## src/rtl/pwm_decoder_pkg.sv

```systemverilog
// Shared constants, state encoding and command payload for the PWM decoder.
package pwm_decoder_pkg;

  localparam int unsigned LEVEL_W        = 3;
  localparam int unsigned DATA_W         = 4;
  localparam int unsigned PERIOD_DEFAULT = 1000;

  localparam logic [LEVEL_W-1:0] LEVEL_MAX = '1;

  typedef enum logic [1:0] {
    ST_IDLE = 2'd0,
    ST_HIGH = 2'd1,
    ST_LOW  = 2'd2
  } state_e;

  typedef struct packed {
    logic               dir;
    logic [LEVEL_W-1:0] level;
  } cmd_t;

  // Saturating increment of a duty level.
  function automatic logic [LEVEL_W-1:0] level_inc(input logic [LEVEL_W-1:0] lvl);
    return (lvl == LEVEL_MAX) ? lvl : lvl + LEVEL_W'(1);
  endfunction

endpackage

```

## src/rtl/pwm_decoder_if.sv

```systemverilog
// Line-side inputs and decoded command outputs of the PWM decoder.
interface pwm_decoder_if;
  import pwm_decoder_pkg::*;

  logic              spd_in;
  logic              dir_in;
  logic [DATA_W-1:0] data_out;
  logic              valid;
  logic              stuck;

  modport master (output spd_in, output dir_in, input data_out, input valid, input stuck);
  modport slave  (input spd_in, input dir_in, output data_out, output valid, output stuck);

endinterface

```

## src/rtl/pwm_sync_edge.sv

```systemverilog
// Two-flop synchronizer with an extra stage for edge detection.
module pwm_sync_edge (
  input  logic clk,
  input  logic rst,
  input  logic i_async,
  output logic o_level,
  output logic o_rise_c,
  output logic o_fall_c
);

  logic       r_q1;
  logic       r_q2;
  logic       r_q3;
  logic [1:0] r_warm;

  always_ff @(posedge clk or negedge rst) begin
    if (!rst) begin
      r_q1   <= 1'b0;
      r_q2   <= 1'b0;
      r_q3   <= 1'b0;
      r_warm <= 2'd0;
    end else begin
      r_q1 <= i_async;
      r_q2 <= r_q1;
      r_q3 <= r_q2;
      if (r_warm != 2'd3) r_warm <= r_warm + 2'd1;
    end
  end

  // Edges are masked until all three stages hold real samples, so a line
  // already high at reset release is not mistaken for a rise.
  assign o_level  = r_q2;
  assign o_rise_c = (r_warm == 2'd3) &  r_q2 & ~r_q3;
  assign o_fall_c = (r_warm == 2'd3) & ~r_q2 &  r_q3;

endmodule

```

## src/rtl/pwm_decoder.sv

```systemverilog
// Measures PWM high time on the speed line and rebuilds the {dir, level} command
// with a one-cycle valid strobe; idle or stuck lines are reported via timeouts.
module pwm_decoder
  import pwm_decoder_pkg::*;
#(
  parameter int unsigned PERIOD_CYCLES  = PERIOD_DEFAULT,
  parameter int unsigned STEP_CYCLES    = PERIOD_CYCLES / 8,
  parameter int unsigned TIMEOUT_CYCLES = 2 * PERIOD_CYCLES
) (
  input  logic         clk,
  input  logic         rst,
  pwm_decoder_if.slave bus
);

  localparam int unsigned CNT_W = $clog2(TIMEOUT_CYCLES + 1);

  localparam logic [CNT_W-1:0] STEP_LAST = CNT_W'(STEP_CYCLES - 1);
  localparam logic [CNT_W-1:0] TO_LAST   = CNT_W'(TIMEOUT_CYCLES - 1);
  localparam logic [CNT_W-1:0] TO_FULL   = CNT_W'(TIMEOUT_CYCLES);
  localparam logic [CNT_W-1:0] CNT_ONE   = CNT_W'(1);

  logic w_spd_lvl;
  logic w_rise;
  logic w_fall;
  logic w_dir_lvl;
  logic w_dir_rise;
  logic w_dir_fall;
  logic w_unused;

  pwm_sync_edge u_spd_sync (
    .clk      (clk),
    .rst      (rst),
    .i_async  (bus.spd_in),
    .o_level  (w_spd_lvl),
    .o_rise_c (w_rise),
    .o_fall_c (w_fall)
  );

  pwm_sync_edge u_dir_sync (
    .clk      (clk),
    .rst      (rst),
    .i_async  (bus.dir_in),
    .o_level  (w_dir_lvl),
    .o_rise_c (w_dir_rise),
    .o_fall_c (w_dir_fall)
  );

  assign w_unused = w_dir_rise ^ w_dir_fall;

  state_e             r_state;
  logic [CNT_W-1:0]   r_pre;
  logic [LEVEL_W-1:0] r_lvl;
  logic [CNT_W-1:0]   r_time;
  logic               r_hi_to;
  cmd_t               r_cmd;
  logic               r_valid;
  logic               r_stuck;

  state_e             w_state_nx;
  logic [CNT_W-1:0]   w_pre_nx;
  logic [LEVEL_W-1:0] w_lvl_nx;
  logic [CNT_W-1:0]   w_time_nx;
  logic               w_hi_to_nx;
  cmd_t               w_cmd_nx;
  logic               w_valid_nx;
  logic               w_stuck_nx;
  logic               w_upd;
  logic [LEVEL_W-1:0] w_upd_lvl;
  logic               w_upd_to;

  always_ff @(posedge clk or negedge rst) begin
    if (!rst) begin
      r_state <= ST_IDLE;
      r_pre   <= '0;
      r_lvl   <= '0;
      r_time  <= '0;
      r_hi_to <= 1'b0;
      r_cmd   <= '0;
      r_valid <= 1'b0;
      r_stuck <= 1'b0;
    end else begin
      r_state <= w_state_nx;
      r_pre   <= w_pre_nx;
      r_lvl   <= w_lvl_nx;
      r_time  <= w_time_nx;
      r_hi_to <= w_hi_to_nx;
      r_cmd   <= w_cmd_nx;
      r_valid <= w_valid_nx;
      r_stuck <= w_stuck_nx;
    end
  end

  // r_time counts the current run of the synchronized line (highs in HIGH,
  // lows otherwise); the sample that triggered the edge counts as the first.
  always_comb begin
    w_state_nx = r_state;
    w_pre_nx   = r_pre;
    w_lvl_nx   = r_lvl;
    w_time_nx  = r_time;
    w_hi_to_nx = r_hi_to;
    w_cmd_nx   = r_cmd;
    w_valid_nx = 1'b0;
    w_stuck_nx = r_stuck;
    w_upd      = 1'b0;
    w_upd_lvl  = '0;
    w_upd_to   = 1'b0;

    case (r_state)
      ST_IDLE, ST_LOW: begin
        if (w_rise) begin
          w_state_nx = ST_HIGH;
          w_pre_nx   = '0;
          w_lvl_nx   = '0;
          w_time_nx  = CNT_ONE;
          w_hi_to_nx = 1'b0;
        end else if ((r_state == ST_IDLE) && w_spd_lvl) begin
          w_time_nx = '0;
        end else if (r_time == TO_LAST) begin
          w_upd      = 1'b1;
          w_upd_lvl  = '0;
          w_upd_to   = 1'b1;
          w_time_nx  = TO_FULL;
          w_state_nx = ST_LOW;
        end else if (r_time != TO_FULL) begin
          w_time_nx = r_time + CNT_ONE;
        end
      end

      ST_HIGH: begin
        if (w_fall) begin
          w_state_nx = ST_LOW;
          w_time_nx  = CNT_ONE;
          w_hi_to_nx = 1'b0;
          if (!r_hi_to) begin
            w_upd     = 1'b1;
            w_upd_lvl = (r_pre == STEP_LAST) ? level_inc(r_lvl) : r_lvl;
          end
        end else if (!r_hi_to) begin
          if (r_pre == STEP_LAST) begin
            w_pre_nx = '0;
            w_lvl_nx = level_inc(r_lvl);
          end else begin
            w_pre_nx = r_pre + CNT_ONE;
          end
          if (r_time == TO_LAST) begin
            w_upd      = 1'b1;
            w_upd_lvl  = LEVEL_MAX;
            w_upd_to   = 1'b1;
            w_hi_to_nx = 1'b1;
            w_time_nx  = TO_FULL;
          end else begin
            w_time_nx = r_time + CNT_ONE;
          end
        end
      end

      default: w_state_nx = ST_IDLE;
    endcase

    if (w_upd) begin
      w_cmd_nx   = '{dir: w_dir_lvl, level: w_upd_lvl};
      w_valid_nx = 1'b1;
      w_stuck_nx = w_upd_to;
    end
  end

  assign bus.data_out = r_cmd;
  assign bus.valid    = r_valid;
  assign bus.stuck    = r_stuck;

endmodule

```

## src/flat_wrapper.sv

```systemverilog
// flat-port wrapper written by rule: the top's interface ports become plain ports
module pwm_decoder_flat import pwm_decoder_pkg::*;
#(
  parameter int unsigned PERIOD_CYCLES  = PERIOD_DEFAULT,
  parameter int unsigned STEP_CYCLES    = PERIOD_CYCLES / 8,
  parameter int unsigned TIMEOUT_CYCLES = 2 * PERIOD_CYCLES
)
  (clk, rst, bus_spd_in, bus_dir_in, bus_data_out, bus_valid, bus_stuck);
  pwm_decoder_if bus_i ();
  input  logic clk;
  input  logic rst;
  input wire logic [$bits(bus_i.spd_in)-1:0] bus_spd_in;
  input wire logic [$bits(bus_i.dir_in)-1:0] bus_dir_in;
  output wire logic [$bits(bus_i.data_out)-1:0] bus_data_out;
  output wire logic [$bits(bus_i.valid)-1:0] bus_valid;
  output wire logic [$bits(bus_i.stuck)-1:0] bus_stuck;
  assign bus_i.spd_in = bus_spd_in;
  assign bus_i.dir_in = bus_dir_in;
  assign bus_data_out = bus_i.data_out;
  assign bus_valid = bus_i.valid;
  assign bus_stuck = bus_i.stuck;
  pwm_decoder #(.PERIOD_CYCLES(PERIOD_CYCLES), .STEP_CYCLES(STEP_CYCLES), .TIMEOUT_CYCLES(TIMEOUT_CYCLES)) u_core (.clk(clk), .rst(rst), .bus(bus_i));
endmodule
```

## config.mk

```make
export PLATFORM = sky130hd
export DESIGN_NAME = pwm_decoder_flat
export DESIGN_NICKNAME = d
export VERILOG_FILES = /design/src/rtl/pwm_decoder_pkg.sv /design/src/rtl/pwm_decoder_if.sv /design/src/rtl/pwm_sync_edge.sv /design/src/rtl/pwm_decoder.sv /design/src/flat_wrapper.sv
export SDC_FILE = /design/constraint.sdc
export NUM_CORES = 1
export LEC_CHECK = 0
export CAP_MARGIN = 20
export CORE_UTILIZATION = 64
export CTS_CLUSTER_DIAMETER = 40
export DETAILED_ROUTE_END_ITERATION = 16
export PLACE_DENSITY = 0.84
export SETUP_SLACK_MARGIN = 0.02
export SLEW_MARGIN = 10
export SYNTH_ARGS = -nofsm -noshare
export SYNTH_HDL_FRONTEND = slang
export SYNTH_SLANG_ARGS = --single-unit
```

## constraint.sdc

```tcl
create_clock -name clk -period 3.1 [get_ports clk]
set_input_delay 0.465 -clock clk [delete_from_list [all_inputs] [get_ports clk]]
set_output_delay 0.465 -clock clk [all_outputs]
set_load 0.1 [all_outputs]
```

==> results by stage <==
Critical path:
- STA classifies the critical path endpoint as a flop.
- For the worst setup path, the data required time is 3360 ps.
- The largest single stage delay on the critical path is 390 ps.
- The setup path with the least slack is of type flop to flop.
- Traced cell by cell, the critical path runs through ha_1 > and3b_4 > a2bb2oi_4 > a21bo_4 > or2_4 > o41ai_2.
- The cell with the biggest individual delay on the critical path is ha_1.
- The kind of start point of the critical path is a flop.
- Data arrives at the worst endpoint at 2400 ps.
- Of all nets on the critical path, the largest fanout is 14.

Synthesis:
- The number of flip-flops and latches in the synthesized netlist is 41.
- The number of enable flip-flop cells after synthesis is 0.
- The compound-gate portion of the synthesized area is 16.98%.
- The area share of fa/ha/maj cells after synthesis is 3.384%.
- The sequential fraction of the synthesis area is 46.25%.
- The mux share of post-synthesis cell area is 1.974%.
- After Yosys synthesis, and, or, nand and nor cells account for 23.69% of the synthesized area.
- Counting every net in the synthesized netlist gives 237.
- Counting flops with an async set or reset pin after synthesis yields a share of 100.0%.
- The count of synthesis-stage warnings from yosys is 0.
- After Yosys synthesis, XOR and XNOR cells account for 4.343% of the synthesized area.
- The average cell area after synthesis is 9.773 sq um.
- In this run, distinct cell masters in the synthesized netlist total 53.
- By area, the combinational part of the netlist is dominated by simple AND/OR/NAND/NOR gates.
- The main flop type after synthesis is dfrtp_1.
- The synthesized area is 0.002218 sq mm.
- The instance count of the mapped netlist is 227.

CTS:
- TritonCTS built the clock tree.
- Counting every sink on the clock net gives 41.
- The clock reaches the later pin of the worst-skew pair after 350 ps.
- The number of setup buffers added after CTS is 0.
- The maximum buffer depth of the clock tree is 2.
- The number of clock buffers added by TritonCTS is 5.
- After clock tree synthesis, the clock-pin slew on the worst setup and hold paths is 120 ps.
- The cell sitting at the root of the clock tree is a clkbuf_4.
- The post-cts hold buffer count is 0.
- The post-cts sizing count is 0.
- The deepest level of the CTS H-tree is 2.

Floorplanning:
- The die covers 0.003706 sq mm.
- In this run the vertical extent of the chip is 60.88 microns.
- The core region area is 0.003337 sq mm.
- The floorplan has 21 rows.
- The initial standard-cell utilization of the core is 66.48%.
- During I/O placement, the number of pins put on the boundary was 10.
- The die outline width is 60.88 microns.

Timing:
- The worst-case headroom to the max-slew limit is 42.16%.
- Setup repair after global routing left no endpoint under its margin.
- The total count of max-transition violations in the final report is 0.
- Setup violations remaining at the end of the flow were counted as 0.
- The worst path in the final design needs a cycle of 2137 ps, including I/O delays and setup.
- For the pin with the worst max-slew slack, the measured transition is 867.6 ps.
- After routing, the total negative slack on setup checks comes to 0 ps.
- The ratio of final minimum period to clock period is 68.94%.
- Based on the critical path, the design can be clocked at up to 467.9 MHz.
- The count of final hold-check violations was 0.
- For the final database, setup skew stands at 12.86 ps.

Placed design:
- The count of input and output buffers is 9.
- After detailed placement, the design holds a cell count of 276.
- After legalization and detailed placement, the total HPWL measured 2.780 mm.
- The placer congestion estimate is 0.8193.

Finish:
- The count of inserted antenna diode cells is 0.
- After the flow finishes, the layout carries non-filler instances totaling 284.
- The fraction of final layout cells with drive strength greater than 1 is 11.34%.
- After the last flow step, the layout net total stands at 247.
- The area added between synthesis and finish is 6.373%.

Detailed routing:
- The post-detailed-route DRC marker count is 0.
- The pre-antenna-repair detailed-routing pass consisted of 4 iterations.
- The routed layout has 1671 vias.
- In the routed layout, each cell is associated on average with a via count of 5.884.
- The antenna violation net count after detailed routing is 0.
- The detailed router finished its first iteration with 93 violations.
- In the final routed layout, each cell accounts on average for 13.81 microns.
- The routed wire length is 3.921 mm.

GRT:
- Global routing used 22.90% of the available tracks.
- The wire length of the first global-routing pass is 6.168 mm.
- For this run the aggregate overflow at the end of global routing stands at 0.
- The largest net degree at the start of global routing is 42.
- The number of global-route vias before repair is 1432.
- The initial antenna violation count is 0.

Outcome:
- The flow ran to the end, and the final reports show no timing, DRC or antenna violations.

Min path:
- The min-delay analysis places its worst path in the category primary input to asynchronous set/reset pin.

Power:
- The worst-case IR drop observed on VDD is 325.7 uV.
- The ratio of total power to cell area is 720.3 mW/mm^2.
- Summed over all cells, the static leakage comes to 0.9987 nW.

Job:
- Max-cap violations in this run came to 0.
synth_stat cells (2+ instances only):
| master | instances | area (sq um) |
|---|---|---|
| a21oi_1 | 8 | 40.04 |
| a22o_1 | 2 | 17.52 |
| a31oi_1 | 4 | 25.02 |
| and2_1 | 2 | 12.51 |
| and4_1 | 2 | 17.52 |
| buf_2 | 3 | 15.01 |
| buf_4 | 3 | 22.52 |
| dfrtp_1 | 41 | 1026 |
| ha_1 | 6 | 75.07 |
| inv_1 | 7 | 26.28 |
| mux2_2 | 2 | 22.52 |
| nand2_1 | 23 | 86.33 |
| nand2b_1 | 5 | 31.28 |
| nand3_1 | 8 | 40.04 |
| nand3b_1 | 3 | 22.52 |
| nand4_1 | 5 | 31.28 |
| nand4b_1 | 3 | 26.28 |
| nor2_1 | 25 | 93.84 |
| nor2b_1 | 2 | 12.51 |
| nor3_1 | 8 | 40.04 |
| nor3b_1 | 2 | 15.01 |
| o21ai_0 | 18 | 90.09 |
| o31ai_1 | 6 | 45.04 |
| xnor2_1 | 7 | 61.31 |
| xor2_1 | 4 | 35.03 |
path summary, 6_finish.rpt:
| path | from | endpoint | slack (ps) | cells past startpoint |
|---|---|---|---|---|
| worst min-delay path | rst | u_core.r_lvl[0] | 210 | 1 |
| worst max register to register | u_core.u_spd_sync.r_warm[0] | u_core.r_time[6] | 960 | 6 |
| max in group asynchronous | rst | u_core.u_spd_sync.o_level | 2340 | 1 |
| worst max-delay path | u_core.u_spd_sync.r_warm[0] | u_core.r_time[6] | 960 | 6 |
| worst min register to register | u_core.u_spd_sync.r_q1 | u_core.u_spd_sync.o_level | 360 | 0 |
| min in group clk | u_core.u_spd_sync.r_q1 | u_core.u_spd_sync.o_level | 360 | 0 |
metal layers:
layer	vias to the layer above	GRT usage (%)	wire length (microns)
met5	-	0	0
met4	0	7.468	57
met3	7	5.330	142
met2	35	37.21	1815
li1	840	-	-
met1	789	30.41	1906
flip-flops by register name (all words and copies together), names as in the netlist, 2 cells and up:
name / count
u_core.r_state: 2
u_core.bus.data_out: 4
u_core.r_pre: 11
u_core.u_spd_sync.r_warm: 2
u_core.r_time: 11
u_core.r_lvl: 3
logic make-up (layout without fill, tap and decap cells):
group                      after synthesis  after routing
AOI/OAI and AO/OA                       53             53
xor gates and xnor gates                11             11
adders and majority gates                6              6
buffers and inverters                   14             25
DFF                                     41             41
muxes                                    4              4
and+or+nand+nor                         98             98
metrics by stage:
stage                     worst slack, ps  hold WS, ps  total power [W]  utilization [%]  area (sq um)
after global placement               1014        334.7         0.001431            69.07          2305
after global routing                780.3        282.4         0.001806            70.72          2360
after floorplan                      1245        169.4         0.001296                -          2218
after detailed placement            959.7        334.7         0.001443            69.07          2305
after CTS                           951.4        225.0         0.001707            70.72          2360
final                               962.8        210.0         0.001700            70.72          2360
layout by cell type (no fill, tap or decap), types with 3 or more instances in the layout:
cell and count:
nand4_1 5, xnor2_1 7, dfrtp_1 41, nor2_1 25, clkbuf_4 5, xor2_1 4
ha_1 6, o21ai_0 18, a31oi_1 4, nand2b_1 5, nand2_1 23, o31ai_1 6
inv_1 7, nor3_1 8, a21oi_1 8, nand3_1 8, nand3b_1 3, buf_4 7
nand4b_1 3
power by group:
part	switching (W)	internal (W)	total (W)	leakage [nW]
registers	0.000110	0.000614	0.000724	0.533
logic	0.000494	0.000222	0.000716	0.435
clock network	0.000174	0.0000855	0.000260	0.0310
critical path, delay by kind of cell (launching register included):
kind	cells	cell delay, ps
AND/OR/NAND/NOR	2	590
flip-flops	1	380
AO/OA/AOI/OAI	3	700
adder cells (fa/ha/maj)	1	390
cell type report:
cell class                      instances  area (sq um)
Tap cell                               46         57.56
Timing Repair Buffer                   10         77.57
Fill cell                             263         977.2
Inverter                                7         26.28
Clock buffer                            5         37.54
Sequential cell                        41          1026
Clock inverter                          3         17.52
Multi-Input combinational cell        172          1117
Note: power is estimated with default switching activity, not from simulation.
